--- config.mk ---
export PLATFORM = sky130hd
export DESIGN_NAME = pc_sequencer
export DESIGN_NICKNAME = d
export VERILOG_FILES = /design/src/rtl/pc_sequencer.sv
export SDC_FILE = /design/constraint.sdc
export NUM_CORES = 1
export LEC_CHECK = 0
export ABC_AREA = 1
export BUFFER_PORTS_ARGS = -buffer_cell sky130_fd_sc_hd__buf_2
export CORE_MARGIN = 1
export CORE_UTILIZATION = 55
export CTS_CLUSTER_SIZE = 40
export DETAILED_ROUTE_END_ITERATION = 10
export HOLD_SLACK_MARGIN = 0.08
export PLACE_DENSITY = 0.91
export SLEW_MARGIN = 10
export SYNTH_ARGS = -nofsm -noshare
export SYNTH_HDL_FRONTEND = slang
export SYNTH_SLANG_ARGS = --single-unit
--- constraint.sdc ---
create_clock -name clk -period 6.9 [get_ports clk]
set_input_delay 0.345 -clock clk [delete_from_list [all_inputs] [get_ports clk]]
set_output_delay 0.345 -clock clk [all_outputs]
set_load 0.02 [all_outputs]
--- src/rtl/pc_sequencer.sv ---
// ============================================================================
// pc_sequencer : registered fetch-stage PC with B/BR branch resolution,
//                stall buffering, taken-branch flush and HLT handling.
//                Optional BR_STATS_EN adds saturating taken/not-taken counters.
// Revision     : 1.0
// ============================================================================
`default_nettype none

module pc_sequencer #(
  parameter int                 ADDR_W   = 16,
  parameter int                 IMM_W    = 9,
  parameter int                 INC      = 2,
  parameter logic [ADDR_W-1:0]  RESET_PC = '0
) (
  input  logic              clk,
  input  logic              rst,
  input  logic              stall,
  input  logic              br_valid,
  input  logic              br_type,
  input  logic [2:0]        cond,
  input  logic [2:0]        flags,
  input  logic [IMM_W-1:0]  imm,
  input  logic [ADDR_W-1:0] reg_target,
  input  logic              halt,
  output logic [ADDR_W-1:0] pc,
  output logic [ADDR_W-1:0] pc_plus,
  output logic              taken,
  output logic              flush,
  output logic              halted,
  output logic              br_drop
`ifdef BR_STATS_EN
  ,
  output logic [15:0]       taken_cnt,
  output logic [15:0]       ntaken_cnt
`endif
);

  typedef enum logic [0:0] {
    ST_RUN    = 1'b0,
    ST_HALTED = 1'b1
  } state_t;

  state_t             state_q, state_d;
  logic [ADDR_W-1:0]  pc_q, pc_d;
  logic               flush_q, flush_d;
  logic               drop_q, drop_d;
  logic               pend_valid_q, pend_valid_d;
  logic               pend_taken_q, pend_taken_d;
  logic [ADDR_W-1:0]  pend_target_q, pend_target_d;

  logic               cond_ok;
  logic [ADDR_W-1:0]  imm_off;
  logic [ADDR_W-1:0]  br_target;

  // flags = {Z,V,N}
  always_comb begin
    cond_ok = 1'b0;
    case (cond)
      3'b000:  cond_ok = !flags[2];
      3'b001:  cond_ok = flags[2];
      3'b010:  cond_ok = !flags[2] && !flags[0];
      3'b011:  cond_ok = flags[0];
      3'b100:  cond_ok = flags[2] || (!flags[2] && !flags[0]);
      3'b101:  cond_ok = flags[0] || flags[2];
      3'b110:  cond_ok = flags[1];
      default: cond_ok = 1'b1;
    endcase
  end

  // Immediate counts instruction words; shift by one to get a byte offset.
  assign imm_off   = {{(ADDR_W-IMM_W-1){imm[IMM_W-1]}}, imm, 1'b0};
  assign pc_plus   = pc_q + ADDR_W'(INC);
  assign br_target = br_type ? reg_target : (pc_plus + imm_off);
  assign taken     = br_valid && cond_ok;

  always_comb begin
    state_d       = state_q;
    pc_d          = pc_q;
    flush_d       = 1'b0;
    drop_d        = drop_q;
    pend_valid_d  = pend_valid_q;
    pend_taken_d  = pend_taken_q;
    pend_target_d = pend_target_q;

    if (state_q == ST_RUN) begin
      if (stall) begin
        if (br_valid) begin
          if (!pend_valid_q) begin
            pend_valid_d  = 1'b1;
            pend_taken_d  = cond_ok;
            pend_target_d = br_target;
          end else begin
            drop_d = 1'b1;
          end
        end
      end else if (pend_valid_q) begin
        pc_d         = pend_taken_q ? pend_target_q : pc_plus;
        flush_d      = pend_taken_q;
        pend_valid_d = 1'b0;
        if (br_valid) begin
          drop_d = 1'b1;
        end
      end else if (taken) begin
        pc_d    = br_target;
        flush_d = 1'b1;
      end else if (halt) begin
        state_d = ST_HALTED;
      end else begin
        pc_d = pc_plus;
      end
    end else begin
      pend_valid_d = 1'b0;
    end
  end

  always_ff @(posedge clk) begin
    if (rst) begin
      state_q       <= ST_RUN;
      pc_q          <= RESET_PC;
      flush_q       <= 1'b0;
      drop_q        <= 1'b0;
      pend_valid_q  <= 1'b0;
      pend_taken_q  <= 1'b0;
      pend_target_q <= '0;
    end else begin
      state_q       <= state_d;
      pc_q          <= pc_d;
      flush_q       <= flush_d;
      drop_q        <= drop_d;
      pend_valid_q  <= pend_valid_d;
      pend_taken_q  <= pend_taken_d;
      pend_target_q <= pend_target_d;
    end
  end

  assign pc      = pc_q;
  assign flush   = flush_q;
  assign halted  = (state_q == ST_HALTED);
  assign br_drop = drop_q;

`ifdef BR_STATS_EN
  logic        run_apply;
  logic        t_inc, n_inc;
  logic [15:0] taken_cnt_q, taken_cnt_d;
  logic [15:0] ntaken_cnt_q, ntaken_cnt_d;

  // A not-taken request coinciding with halt is never applied, so not counted.
  always_comb begin
    run_apply    = (state_q == ST_RUN) && !stall;
    t_inc        = run_apply && (pend_valid_q ? pend_taken_q : taken);
    n_inc        = run_apply && (pend_valid_q ? !pend_taken_q
                                              : (br_valid && !taken && !halt));
    taken_cnt_d  = taken_cnt_q;
    ntaken_cnt_d = ntaken_cnt_q;
    if (t_inc && (taken_cnt_q != 16'hFFFF)) begin
      taken_cnt_d = taken_cnt_q + 16'd1;
    end
    if (n_inc && (ntaken_cnt_q != 16'hFFFF)) begin
      ntaken_cnt_d = ntaken_cnt_q + 16'd1;
    end
  end

  always_ff @(posedge clk) begin
    if (rst) begin
      taken_cnt_q  <= '0;
      ntaken_cnt_q <= '0;
    end else begin
      taken_cnt_q  <= taken_cnt_d;
      ntaken_cnt_q <= ntaken_cnt_d;
    end
  end

  assign taken_cnt  = taken_cnt_q;
  assign ntaken_cnt = ntaken_cnt_q;
`endif

endmodule

`default_nettype wire

# [Yosys cells after proc, flatten, opt, wreduce, memory -nomap -nowiden]
# Cells that the tools add are included.
[totals] out_inout_bits=36 reg_bits=37 in_bits=37 wordCells=49
[classes] mux=18 n_reduce_logical=12 n_eq_ne=7 bitwise_logic=3 addsub=2
[op_table] operator="16-bit 2-to-1 mux" count=5
[op_table] operator="16-bit adder" count=1
[op_table] operator="16-bit by 2-bit adder with 16-bit output (second input constant)" count=1
[op_table] operator="1-bit 2-to-1 mux" count=12
[op_table] operator="3-bit equality test (second input constant)" count=3
[op_table] operator="1-bit one-hot mux with 7 select lines" count=1
[op_table] operator="3-bit by 2-bit equality test with 1-bit output (second input constant)" count=2
[op_table] operator="3-bit AND reduction" count=2
[op_table] operator="3-bit OR reduction" count=2
[op_table] operator="4-bit AND reduction" count=1
[op_table] operator="3-bit by 1-bit equality test with 1-bit output (second input constant)" count=1
[op_table] operator="3-bit logical NOT" count=1
[op_table] operator="3-bit by 1-bit != test with 1-bit output (second input constant)" count=1
[op_table] operator="1-bit NOT" count=3
[op_table] operator="1-bit logical AND" count=2
[op_table] operator="1-bit logical NOT" count=2
[op_table] operator="1-bit logical OR" count=2

# [Logic depth before layout (Yosys ltp)]
# Gate-level depths: netlist of run 1.
[depth] ltp_word=9 mapped_depth=20 depth_no_buf=20

# [Worst setup path before layout of run 1]
# Ideal clock, no wire load.
[synth_path] path_kind="flip-flop to flip-flop" start="reg pc_q[1], in the netlist pc[1]" end="reg pend_target_q[12]" period_less_slack_ns=2.868 required_ns=6.785 arrival_time_ns=2.753 stages_incl_launch_ff=14 path_buffers=0 setup_time_ns=0.115 setup_slack_ns=4.032 path_cell_list="dfxtp_1 > ha_1 > nand3_2 > nor2_4 > nand2_1 > xor2_1 > ha_1 > a21oi_1 > a21boi_0 > nand3_1 > nand3_1 > nand2_1 > o21ai_0 > inv_1"
[synth_via] elab_chain_len=3
[synth_lines] item="start: declaration" line="44" text="logic [ADDR_W-1:0] pc_q, pc_d;"
[synth_lines] item="start signal: assignment" line="127" text="pc_q <= pc_d;"
[synth_lines] item="16-bit by 2-bit adder with 16-bit output" line="72" text="assign pc_plus = pc_q + ADDR_W'(INC);"
[synth_lines] item="via pc_plus[11]" line="26" text="output logic [ADDR_W-1:0] pc_plus,"
[synth_lines] item="16-bit adder" line="73" text="assign br_target = br_type ? reg_target : (pc_plus + imm_off);"
[synth_lines] item="16-bit 2-to-1 mux" line="73"
[synth_lines] item="end signal: assignment" line="132" text="pend_target_q <= pend_target_d;"
[synth_lines] item="end: declaration" line="49" text="logic [ADDR_W-1:0] pend_target_q, pend_target_d;"
# The timed path passes the listed nets, and every way through them passes these cells.
# A chain may end at the register's enable or synchronous reset.

# [Final worst setup path of run 1]
[layout_path] start="reg pc_q[1], in the netlist pc[1]" end="reg pend_target_q[8]"
[layout_via] elab_chain_len=3
[layout_lines] item="16-bit by 2-bit adder with 16-bit output" line="72"
[layout_lines] item="16-bit adder" line="73"
[layout_lines] item="16-bit 2-to-1 mux" line="73"
# Every way passes these cells.

==> results of run 1 <==
## worst max-delay path by stage
| stage | to | depth (start not counted) | slack (ns) |
|---|---|---|---|
| 6_report | pend_target_q[8] | 15 | 3.86 |
| 5_1_grt | pend_target_q[15] | 19 | 3.53 |
| 4_1_cts | pend_target_q[8] | 15 | 3.92 |
| 3_5_place_dp | pend_target_q[8] | 15 | 3.95 |
| 3_3_place_gp | pend_target_q[8] | 15 | 4.00 |
| 2_1_floorplan | pend_target_q[12] | 13 | 4.03 |
## stage by stage
step | power (mW) | util | setup slack [ns]
6_report | 0.6813 | 0.6615 | 3.857
5_1_grt | 0.7172 | 0.6615 | 3.530
4_1_cts | 0.6757 | 0.6615 | 3.920
3_5_place_dp | 0.5154 | 0.6452 | 3.954
3_3_place_gp | 0.5086 | 0.6452 | 4.002
2_1_floorplan | 0.4397 | - | 4.032
## state kept, by name, indices dropped and copies added (netlist names)
| register | cells |
|---|---|
| pend_target_q | 16 |
| pend_taken_q | 1 |
| halted | 1 |
| br_drop | 1 |
| pc | 16 |
| pend_valid_q | 1 |
| flush | 1 |
## power by group
part           internal (mW)  switching (mW)
logic                 0.0911           0.176
registers              0.232          0.0190
clock network         0.0791          0.0845
## cell type report
cell class / instances / area [sq um] / area share
Clock inverter: 1 / 7.507 / 0.002048
Timing Repair Buffer: 73 / 367.9 / 0.1004
Tap cell: 72 / 90.09 / 0.02458
Clock buffer: 6 / 82.58 / 0.02253
Multi-Input combinational cell: 399 / 2073 / 0.5657
Inverter: 80 / 302.8 / 0.08262
Sequential cell: 37 / 740.7 / 0.2021
## cell families (layout without fill, tap and decap cells)
logic type               count (synthesis)  after routing  synth area share
adder cells (fa/ha/maj)                 19             19           0.07674
XOR/XNOR                                 6              6           0.01879
AND/OR/NAND/NOR                        270            270            0.3696
AO/OA/AOI/OAI                          102            102            0.1774
buffers and inverters                   95            160            0.1194
flip-flops                              37             37            0.2318
multiplexers                             2              2          0.006265
## routing by layer
metal / up-vias / track usage / part of all wire
met5: - / 0 / 0
met4: 0 / 0.1648 / 0.035
met3: 27 / 0.03953 / 0.075
met2: 173 / 0.5289 / 0.47
met1: 1692 / 0.3947 / 0.42
li1: 1842 / - / -
## worst max-delay path: cells and delay by family, from the launching register on
kind | cells | cell delay [ns]
flops | 1 | 0.47
xor+xnor | 1 | 0.23
buf+inv | 3 | 0.23
compound gates | 2 | 0.41
fa+ha+maj | 2 | 0.59
simple gates | 7 | 1.01
## layout by cell type, fill, tap and decap left out, types with 3 or more instances in the layout
cell,count
nand2_1,134
inv_1,77
buf_2,72
nor2_1,65
a21oi_1,37
dfxtp_1,37
nand3_1,35
o21ai_0,33
ha_1,18
o21ai_1,9
or2_2,9
nor3_1,8
nand4_1,6
clkbuf_8,6
xor2_1,5
nand3_2,4
o21bai_1,4
a211oi_1,3
a21o_1,3
o22ai_1,3
a22oi_1,3
==> flow_metrics.tcl, run 1 <==
set metrics [dict create \
    grt_max_degree 23 \
    portBuffers 72 \
    crit_path_top_delay_cell "dfxtp_1" \
    fin_skew_ns 0.006873 \
    netlist_instances 531 \
    grt_pass1_wl_um 15250 \
    drc 0 \
    hold_viol 0 \
    worst_slew_pin_slew_ns 0.8193 \
    core_area_sq_um 5540 \
    grt_pass1_vias 3347 \
    cts.reportedPaths.clkPinSlew_ns 0.08 \
    worstSkewPairLatency_ns 0.30 \
    crit_arrival_ns 3.24 \
    synth_common_cells "nand2_1 (134), inv_1 (77), nor2_1 (65)" \
    syn-num-nets 587 \
    placed_area_sq_um 3575 \
    critPathMostFrequentCell "inv_1" \
    synth.top_cell.area_share 0.2318 \
    fin_setup_tns_ns 0 \
    synthArstFlopShare 0 \
    cts_resized 0 \
    hold_ws_ns 0.3589 \
    antenna_found_initial 0 \
    clock_path_buffers 2 \
    endpoint_kind "flip-flop" \
    dp.cells 661 \
    viasPerCell 5.590 \
    ys_seq_area_frac 0.2318 \
    yosys.area.top_type "dfxtp_1" \
    nNetsFinal 652 \
    dp_hpwl_um 7071 \
    cts_root_buffer "clkbuf_8" \
    diodes 0 \
    grt-ovfl-total 0 \
    cts_hold_buf 0 \
    std_cell_rows 27 \
    avgSynthCellArea_sq_um 6.018 \
    synthDistinctLibCells 41 \
    ios 73 \
    crit_path_cell_trace "ha_1 > nand3_2 > nor2_4 > xor2_1 > inv_1 > ha_1 > a21oi_1 > inv_1 > nor2_1 > nand2_1 > or2_2 > nand3_1 > nand2_1 > o21ai_0 > inv_1" \
    wl_per_cell_um 14.25 \
    ys_warn_count 0 \
    htreeDepth 2 \
    totalWireLength_um 9521 \
    synth.area.top_cells "dfxtp_1 (23%), nand2_1 (16%), inv_1 (9.0%)" \
    period_needed_ns 3.043 \
    die_area_sq_um 6119 \
    hp-class "input port to flip-flop" \
    run_status "complete, no violations" \
    drtPass1Iterations 7 \
    yosysMostFrequentCell "nand2_1" \
    r2r-end "pend_target_q[8]" \
    worstHoldEndpoint "pend_valid_q" \
    setup_viol 0 \
    area_growth_pct 14.68 \
    ant_nets 0 \
    final_area_sq_um 3665 \
    mappedNetlistArea_sq_um 3196 \
    timing.final.crit_share 0.4410 \
    vias 3734 \
    worstPathRequired_ns 7.10 \
    detail_route.iter0.violations 306 \
    p_per_area_nw_per_um2 185.9 \
    synth_edf_count 0 \
    critPathMaxFanout 7 \
    cts-buffers-inserted 5 \
    slew_viol_final 0 \
    grtUsageTotal 0.3157 \
    max_cap_viol_count 0 \
    reg2reg_depth 15 \
    drive_above_1_share 0.1762 \
    timing.rr.start "pc[1]" \
    grt_setup_unrepaired "false" \
    max_slew_margin 0.4518 \
    cp-start-kind "flip-flop" \
    die_w_um 78.23 \
    cpPeakStageDelay_ns 0.47 \
    ys.flop_type "dfxtp_1" \
    reg2reg_slack_ns 3.86 \
    p_leak_nw 2.036 \
    instances_no_fill 668 \
    max_freq_mhz 328.6 \
    cts_tree "built" \
    whs_path_depth 3 \
    crit_start "pc[1]" \
    critical_path_class "flip-flop to flip-flop" \
    worstHoldStart "stall" \
    die_height_um 78.23 \
    gp_congestion 1.023 \
    cts.sinks 37 \
    ir_drop_mv 0.1184 \
    postCtsSetupBuffers 0 \
    synth_seq_cells 37 \
    nFillCells 539 \
    initial_core_util 0.5768 \
]
Note: power is estimated with default switching activity, not from simulation.
==> run 2: changes to the inputs <==
--- a/config.mk
+++ b/config.mk
@@ -8,11 +8,11 @@
 export ABC_AREA = 1
 export BUFFER_PORTS_ARGS = -buffer_cell sky130_fd_sc_hd__buf_2
 export CORE_MARGIN = 1
-export CORE_UTILIZATION = 55
+export CORE_UTILIZATION = 50
 export CTS_CLUSTER_SIZE = 40
 export DETAILED_ROUTE_END_ITERATION = 10
 export HOLD_SLACK_MARGIN = 0.08
-export PLACE_DENSITY = 0.91
+export PLACE_DENSITY = 0.88
 export SLEW_MARGIN = 10
 export SYNTH_ARGS = -nofsm -noshare
 export SYNTH_HDL_FRONTEND = slang
==> constraint.sdc (replaced) <==
create_clock -name clk -period 2.7 [get_ports clk]
set_input_delay 0.135 -clock clk [delete_from_list [all_inputs] [get_ports clk]]
set_output_delay 0.135 -clock clk [all_outputs]
set_load 0.02 [all_outputs]
==> run 2 against run 1 <==
  * Core utilization rose by 3.5 points
  * First-iteration DRC count rose by 8.5%
  * Global-route usage fell by 0.59 points
  * Fmax rose by 14%
  * Highest routed layer unchanged
  * Clock skew fell by 0.0012 ns
  * Flip-flop and latch count did not move
==> flow_metrics.tcl, run 2 (synthesis gave the netlist of run 1 again) <==
set metrics [dict create \
    run_status "complete, no violations" \
    setup_viol 0 \
    drive_above_1_share 0.2887 \
    max_freq_mhz 376.2 \
    area_growth_pct 31.40 \
    diodes 0 \
    grt_pass1_vias 3490 \
    timing.final.crit_share 0.9846 \
    period_needed_ns 2.658 \
    grtUsageTotal 0.3098 \
    endpoint_kind "flip-flop" \
    portBuffers 72 \
    p_sw_mw 0.7688 \
    grt_setup_unrepaired "true" \
    final_cell_mix "nand2_1 (128), inv_1 (75), buf_2 (72)" \
    critical_path_class "flip-flop to flip-flop" \
    worst_slew_pin_slew_ns 0.6832 \
    nNetsFinal 675 \
    crit_end "pend_target_q[15]" \
    cts_hold_buf 0 \
    hold_viol 0 \
    multi_input_area_sq_um 2382 \
    grt-ovfl-total 0 \
    slew_viol_final 0 \
    antenna_found_initial 0 \
    drc 0 \
    worstHoldStart "stall" \
    crit_arrival_ns 2.86 \
    register_area_sq_um 755.7 \
    std_cell_rows 28 \
    instances_no_fill 695 \
    p_seq_frac 0.327 \
    clock_path_buffers 2 \
    internal-power_mw 1.208 \
    nFillCells 508 \
    cts_root_buffer "clkbuf_8" \
    p_comb_frac 0.413 \
    critPathMaxFanout 5 \
    vias 3896 \
    cts.reportedPaths.clkPinSlew_ns 0.08 \
    reg2reg_slack_ns 0.04 \
    dp_hpwl_um 7364 \
    gp_congestion 1.036 \
    crit_start "pc[2]" \
    max_slew_margin 0.5441 \
    p_leak_nw 2.187 \
    cts.sinks 37 \
    ant_nets 0 \
    fin_skew_ns 0.005645 \
    ios 73 \
    drtPass1Iterations 5 \
    total_power_mw 1.977 \
    viasPerCell 5.606 \
    ir_drop_mv 0.3848 \
    cts_tree "built" \
    initial_core_util 0.5303 \
    timing.rr.start "pc[2]" \
    detail_route.iter0.violations 332 \
    r2r-end "pend_target_q[15]" \
    grt_max_degree 23 \
    cp-start-kind "flip-flop" \
    core_area_sq_um 6026 \
    cts-buffers-inserted 5 \
    die_w_um 81.95 \
    worstSkewPairLatency_ns 0.30 \
    htreeDepth 2 \
    die_area_sq_um 6715 \
    hp-class "input port to flip-flop" \
    reg2reg_depth 19 \
    wl_per_cell_um 14.81 \
    grt_pass1_wl_um 15790 \
    swShare 0.3888 \
    p_per_area_nw_per_um2 470.9 \
    dp.cells 680 \
    die_height_um 81.95 \
    worstPathRequired_ns 2.90 \
    max_cap_viol_count 0 \
    power_frac_clock 0.259 \
    final_common_cell "nand2_1" \
    totalWireLength_um 10300 \
]
-- run 2: how the worst min path moves through the flow --
stage	to	slack (ns)	cells after the start
final	pend_valid_q	0.16	3
after global routing	pend_valid_q	0.17	3
after CTS	pend_valid_q	0.15	3
after detailed placement	br_drop	0.45	1
after global placement	pend_valid_q	0.44	3
after floorplan	pend_valid_q	0.22	1
-- run 2: area by class of cell --
type / count / share of cell area
clock buffer: 7 / 0.02056
clock inverter: 1 / 0.007151
inverter: 80 / 0.07211
multi-input combinational: 399 / 0.5673
sequential: 37 / 0.1800
tap: 75 / 0.02235
timing repair buffer: 96 / 0.1305
-- run 2: power by group through the flow --
stage	Clock [mW]	Sequential [mW]	Combinational [mW]
floorplan	0	0.672	0.454
global placement	0	0.648	0.690
detailed placement	0	0.651	0.705
CTS	0.513	0.640	0.720
global route	0.528	0.652	0.899
finish	0.513	0.647	0.818
-- run 2: metal layers --
metal  track usage  routed length [um]
met1        0.3852                4165
met2        0.5281                5005
met3       0.04444                 781
met4        0.1333                 344
met5             0                   0
-- run 2: per-stage QoR --
stage | hold slack [ns] | setup TNS (ns) | util | instance area [sq um] | setup slack, ns
after global routing | 0.1699 | -0.3745 | 0.6968 | 4199 | -0.1021
after detailed placement | 0.4491 | -0.07822 | 0.6154 | 3709 | -0.03823
after CTS | 0.1464 | -0.04340 | 0.6451 | 3887 | -0.02306
after global placement | 0.4387 | 0 | 0.6154 | 3709 | 0.01446
after floorplan | 0.2181 | 0 | - | 3206 | 0.03162
final | 0.1560 | 0 | 0.6968 | 4199 | 0.04164
-- run 2: worst max-delay path, cell delays in order (launching register included) --
cell	delay [ns]
dfxtp_4	0.39
ha_4	0.16
nand3_4	0.09
nor2_4	0.19
buf_6	0.13
nand4_4	0.10
xnor2_4	0.33
ha_4	0.26
nand2_1	0.10
inv_1	0.06
nand2_1	0.08
nand2_1	0.06
a21oi_1	0.12
o21ai_1	0.09
nand2_1	0.08
nand3_2	0.08
nand2_1	0.09
nand2_1	0.05
nand2_1	0.06
inv_1	0.03
-- run 2: repair_timing --
action,4_1_cts,5_1_grt
endpoints found under the setup margin,6,17
gates resized for setup,12,56
pin swaps,2,17
buffers inserted,2,5
==> run 3: changes to the inputs <==
--- a/config.mk
+++ b/config.mk
@@ -5,14 +5,13 @@
 export SDC_FILE = /design/constraint.sdc
 export NUM_CORES = 1
 export LEC_CHECK = 0
-export ABC_AREA = 1
 export BUFFER_PORTS_ARGS = -buffer_cell sky130_fd_sc_hd__buf_2
 export CORE_MARGIN = 1
-export CORE_UTILIZATION = 50
+export CORE_UTILIZATION = 55
 export CTS_CLUSTER_SIZE = 40
 export DETAILED_ROUTE_END_ITERATION = 10
 export HOLD_SLACK_MARGIN = 0.08
-export PLACE_DENSITY = 0.88
+export PLACE_DENSITY = 0.92
 export SLEW_MARGIN = 10
 export SYNTH_ARGS = -nofsm -noshare
 export SYNTH_HDL_FRONTEND = slang
==> constraint.sdc (replaced) <==
create_clock -name clk -period 3.3 [get_ports clk]
set_input_delay 0.165 -clock clk [delete_from_list [all_inputs] [get_ports clk]]
set_output_delay 0.165 -clock clk [all_outputs]
set_load 0.02 [all_outputs]
==> run 3 against run 2 <==
  * Critical path depth shrank 8
  * Worst hold slack gained 0.0037 ns
  * Critical path type unchanged
  * Via count shrank 14%
  * Sequential power shrank 18%
  * Die area shrank 14%
  * Critical endpoint is now pc[14]
  * Highest routed layer unchanged
  * Cell count shrank 25%
  * Setup slack gained 0.16 ns
  * Power shrank 23%
==> flow_metrics.tcl, run 3 <==
set metrics [dict create \
    run_status "complete, no violations" \
    clock_path_buffers 2 \
    yosysMostFrequentCell "nor2_1" \
    slew_viol_final 0 \
    synth_edf_count 0 \
    period_needed_ns 3.095 \
    fin_ws_ns 0.2052 \
    ys_warn_count 0 \
    critical_path_class "flip-flop to flip-flop" \
    diodes 0 \
    avgSynthCellArea_sq_um 7.799 \
    synth_seq_cells 37 \
    fin_setup_tns_ns 0 \
    crit_path_cell_trace "ha_4 > nand2_1 > xnor2_2 > ha_1 > a21o_1 > a31o_2 > a211o_1 > or3b_2 > nand3_1 > nand2_1 > a31oi_1" \
    portBuffers 72 \
    timing.final.crit_share 0.9378 \
    yosys.area.top_type "dfxtp_1" \
    synth.area.top_cells "dfxtp_1 (25%), ha_1 (7.5%), nor2_1 (5.1%)" \
    max_freq_mhz 323.1 \
    viasPerCell 6.446 \
    hold_viol 0 \
    netlist_instances 386 \
    cts_root_buffer "clkbuf_8" \
    synthArstFlopShare 0 \
    fin_skew_ns 0.006514 \
    synth_common_cells "nor2_1 (41), dfxtp_1 (37), nand2_1 (31)" \
    crit_end "pc[14]" \
    ys.flop_type "dfxtp_1" \
    crit_family "compound AO/OA/AOI/OAI gates" \
    ios 73 \
    synth.top_cell.area_share 0.2461 \
    cpPeakStageDelay_ns 0.47 \
    die_area_sq_um 5773 \
    dp_hpwl_um 6687 \
    worstPathRequired_ns 3.53 \
    area_growth_pct 18.12 \
    ir_drop_mv 0.1903 \
    crit_arrival_ns 3.32 \
    critPathMostFrequentCell "nand2_1" \
    grt_max_degree 37 \
    drtPass1Iterations 5 \
    cts_tree "built" \
    syn-num-nets 442 \
    ant_nets 0 \
    die_height_um 75.98 \
    max_cap_viol_count 0 \
    cp-start-kind "flip-flop" \
    crit_start "pc[2]" \
    core_area_sq_um 5205 \
    hp-class "input port to flip-flop" \
    wl_per_cell_um 18.08 \
    cts.sinks 37 \
    p_per_area_nw_per_um2 427.5 \
    hold_ws_ns 0.1597 \
    grt-ovfl-total 0 \
    grt_pass1_wl_um 15250 \
    vias 3365 \
    worstHoldStart "reg_target[15]" \
    htreeDepth 2 \
    crit_cells 11 \
    cts.reportedPaths.clkPinSlew_ns 0.07 \
    final_common_cell "buf_2" \
    r2r-end "pc[14]" \
    critPathMaxFanout 8 \
    cts-buffers-inserted 5 \
    initial_core_util 0.5784 \
    gp_congestion 0.9402 \
    register_area_sq_um 744.5 \
    worst_slew_pin_slew_ns 0.9795 \
    timing.rr.start "pc[2]" \
    grt_pass1_vias 3198 \
    p_leak_nw 1.546 \
    detail_route.iter0.violations 341 \
    ys_seq_area_frac 0.2461 \
    nFillCells 441 \
    path_buf_inv 0 \
    grtUsageTotal 0.3313 \
    drc 0 \
    drive_above_1_share 0.2544 \
    totalWireLength_um 9437 \
    reg2reg_depth 11 \
    antenna_found_initial 0 \
    nNetsFinal 507 \
    endpoint_kind "flip-flop" \
    place_ws_ns 0.1800 \
    setup_viol 0 \
    final_cell_mix "buf_2 (72), nor2_1 (41), dfxtp_1 (34)" \
    cts_hold_buf 0 \
    worstSkewPairLatency_ns 0.30 \
    max_slew_margin 0.3470 \
    die_w_um 75.98 \
    std_cell_rows 26 \
    multi_input_area_sq_um 2150 \
    crit_path_top_delay_cell "dfxtp_1" \
    mappedNetlistArea_sq_um 3010 \
    grt_setup_unrepaired "false" \
    synthDistinctLibCells 52 \
    reg2reg_slack_ns 0.21 \
]
run 3: cell count changes after synthesis, moves of 10 or more:
cell / before / now
o21ai_0: 33 / 23
xnor2_1: 0 / 17
a21oi_1: 37 / 25
nand2_1: 134 / 31
nand3_1: 35 / 13
inv_1: 77 / 10
nor2_1: 65 / 41
clkbuf_1: 8 / 19
run 3: tightest hold or removal path: cells and delay by family:
kind | cells | cell delay, ns
buf+inv | 1 | 0.09
simple gates | 1 | 0.07
compound gates | 1 | 0.08
run 3: per-layer routing:
metal,routed length [um],vias up,part of all wire,global-route usage
met3,948,47,0.10,0.08263
met5,0,-,0,0
li1,-,1557,-,-
met1,3763,1542,0.40,0.3997
met2,4287,219,0.45,0.5373
met4,438,0,0.046,0.1885
run 3: where the power goes:
part	total [mW]	switching (mW)	internal, mW	leakage, nW
sequential	0.528	0.0417	0.486	0.305
combinational	0.630	0.382	0.248	1.19
clock	0.363	0.174	0.189	0.0542
total	1.52	0.597	0.923	1.55
run 3: worst min-delay path by stage:
stage | end | slack [ns] | cells past startpoint
floorplan | pend_valid_q | 0.31 | 2
global placement | pend_target_q[10] | 0.44 | 2
detailed placement | br_drop | 0.45 | 2
CTS | pend_valid_q | 0.16 | 3
global route | pend_valid_q | 0.18 | 3
finish | pend_target_q[15] | 0.16 | 3
run 3: per-stage QoR:
stage                     area (sq um)  total power [mW]  instances    util
after floorplan                   3033            0.9602        386       -
after global placement            3432             1.114        514  0.6594
after detailed placement          3432             1.138        514  0.6594
after CTS                         3533             1.494        522  0.6788
after global routing              3556             1.592        522  0.6832
final                             3556             1.520        522  0.6832
run 3: kinds of logic after synthesis:
logic type | after synthesis | synth area share
simple gates | 139 | 0.2265
xor+xnor | 23 | 0.06691
flops | 37 | 0.2461
buf+inv | 34 | 0.05362
fa+ha+maj | 19 | 0.08146
mux | 15 | 0.05237
compound gates | 119 | 0.2731
run 3: final cells by class:
type / instances / share of cell area
flip-flops and latches: 37 / 0.2094
multi-input cells: 315 / 0.6045
repair buffers: 82 / 0.1224
clock inverters: 1 / 0.001407
well taps: 70 / 0.02463
inverters: 10 / 0.01056
clock buffers: 7 / 0.02709
run 3: repair_timing:
action	CTS	global route
resized for setup	0	6
endpoints found under the setup margin	0	8
setup buffers	0	0
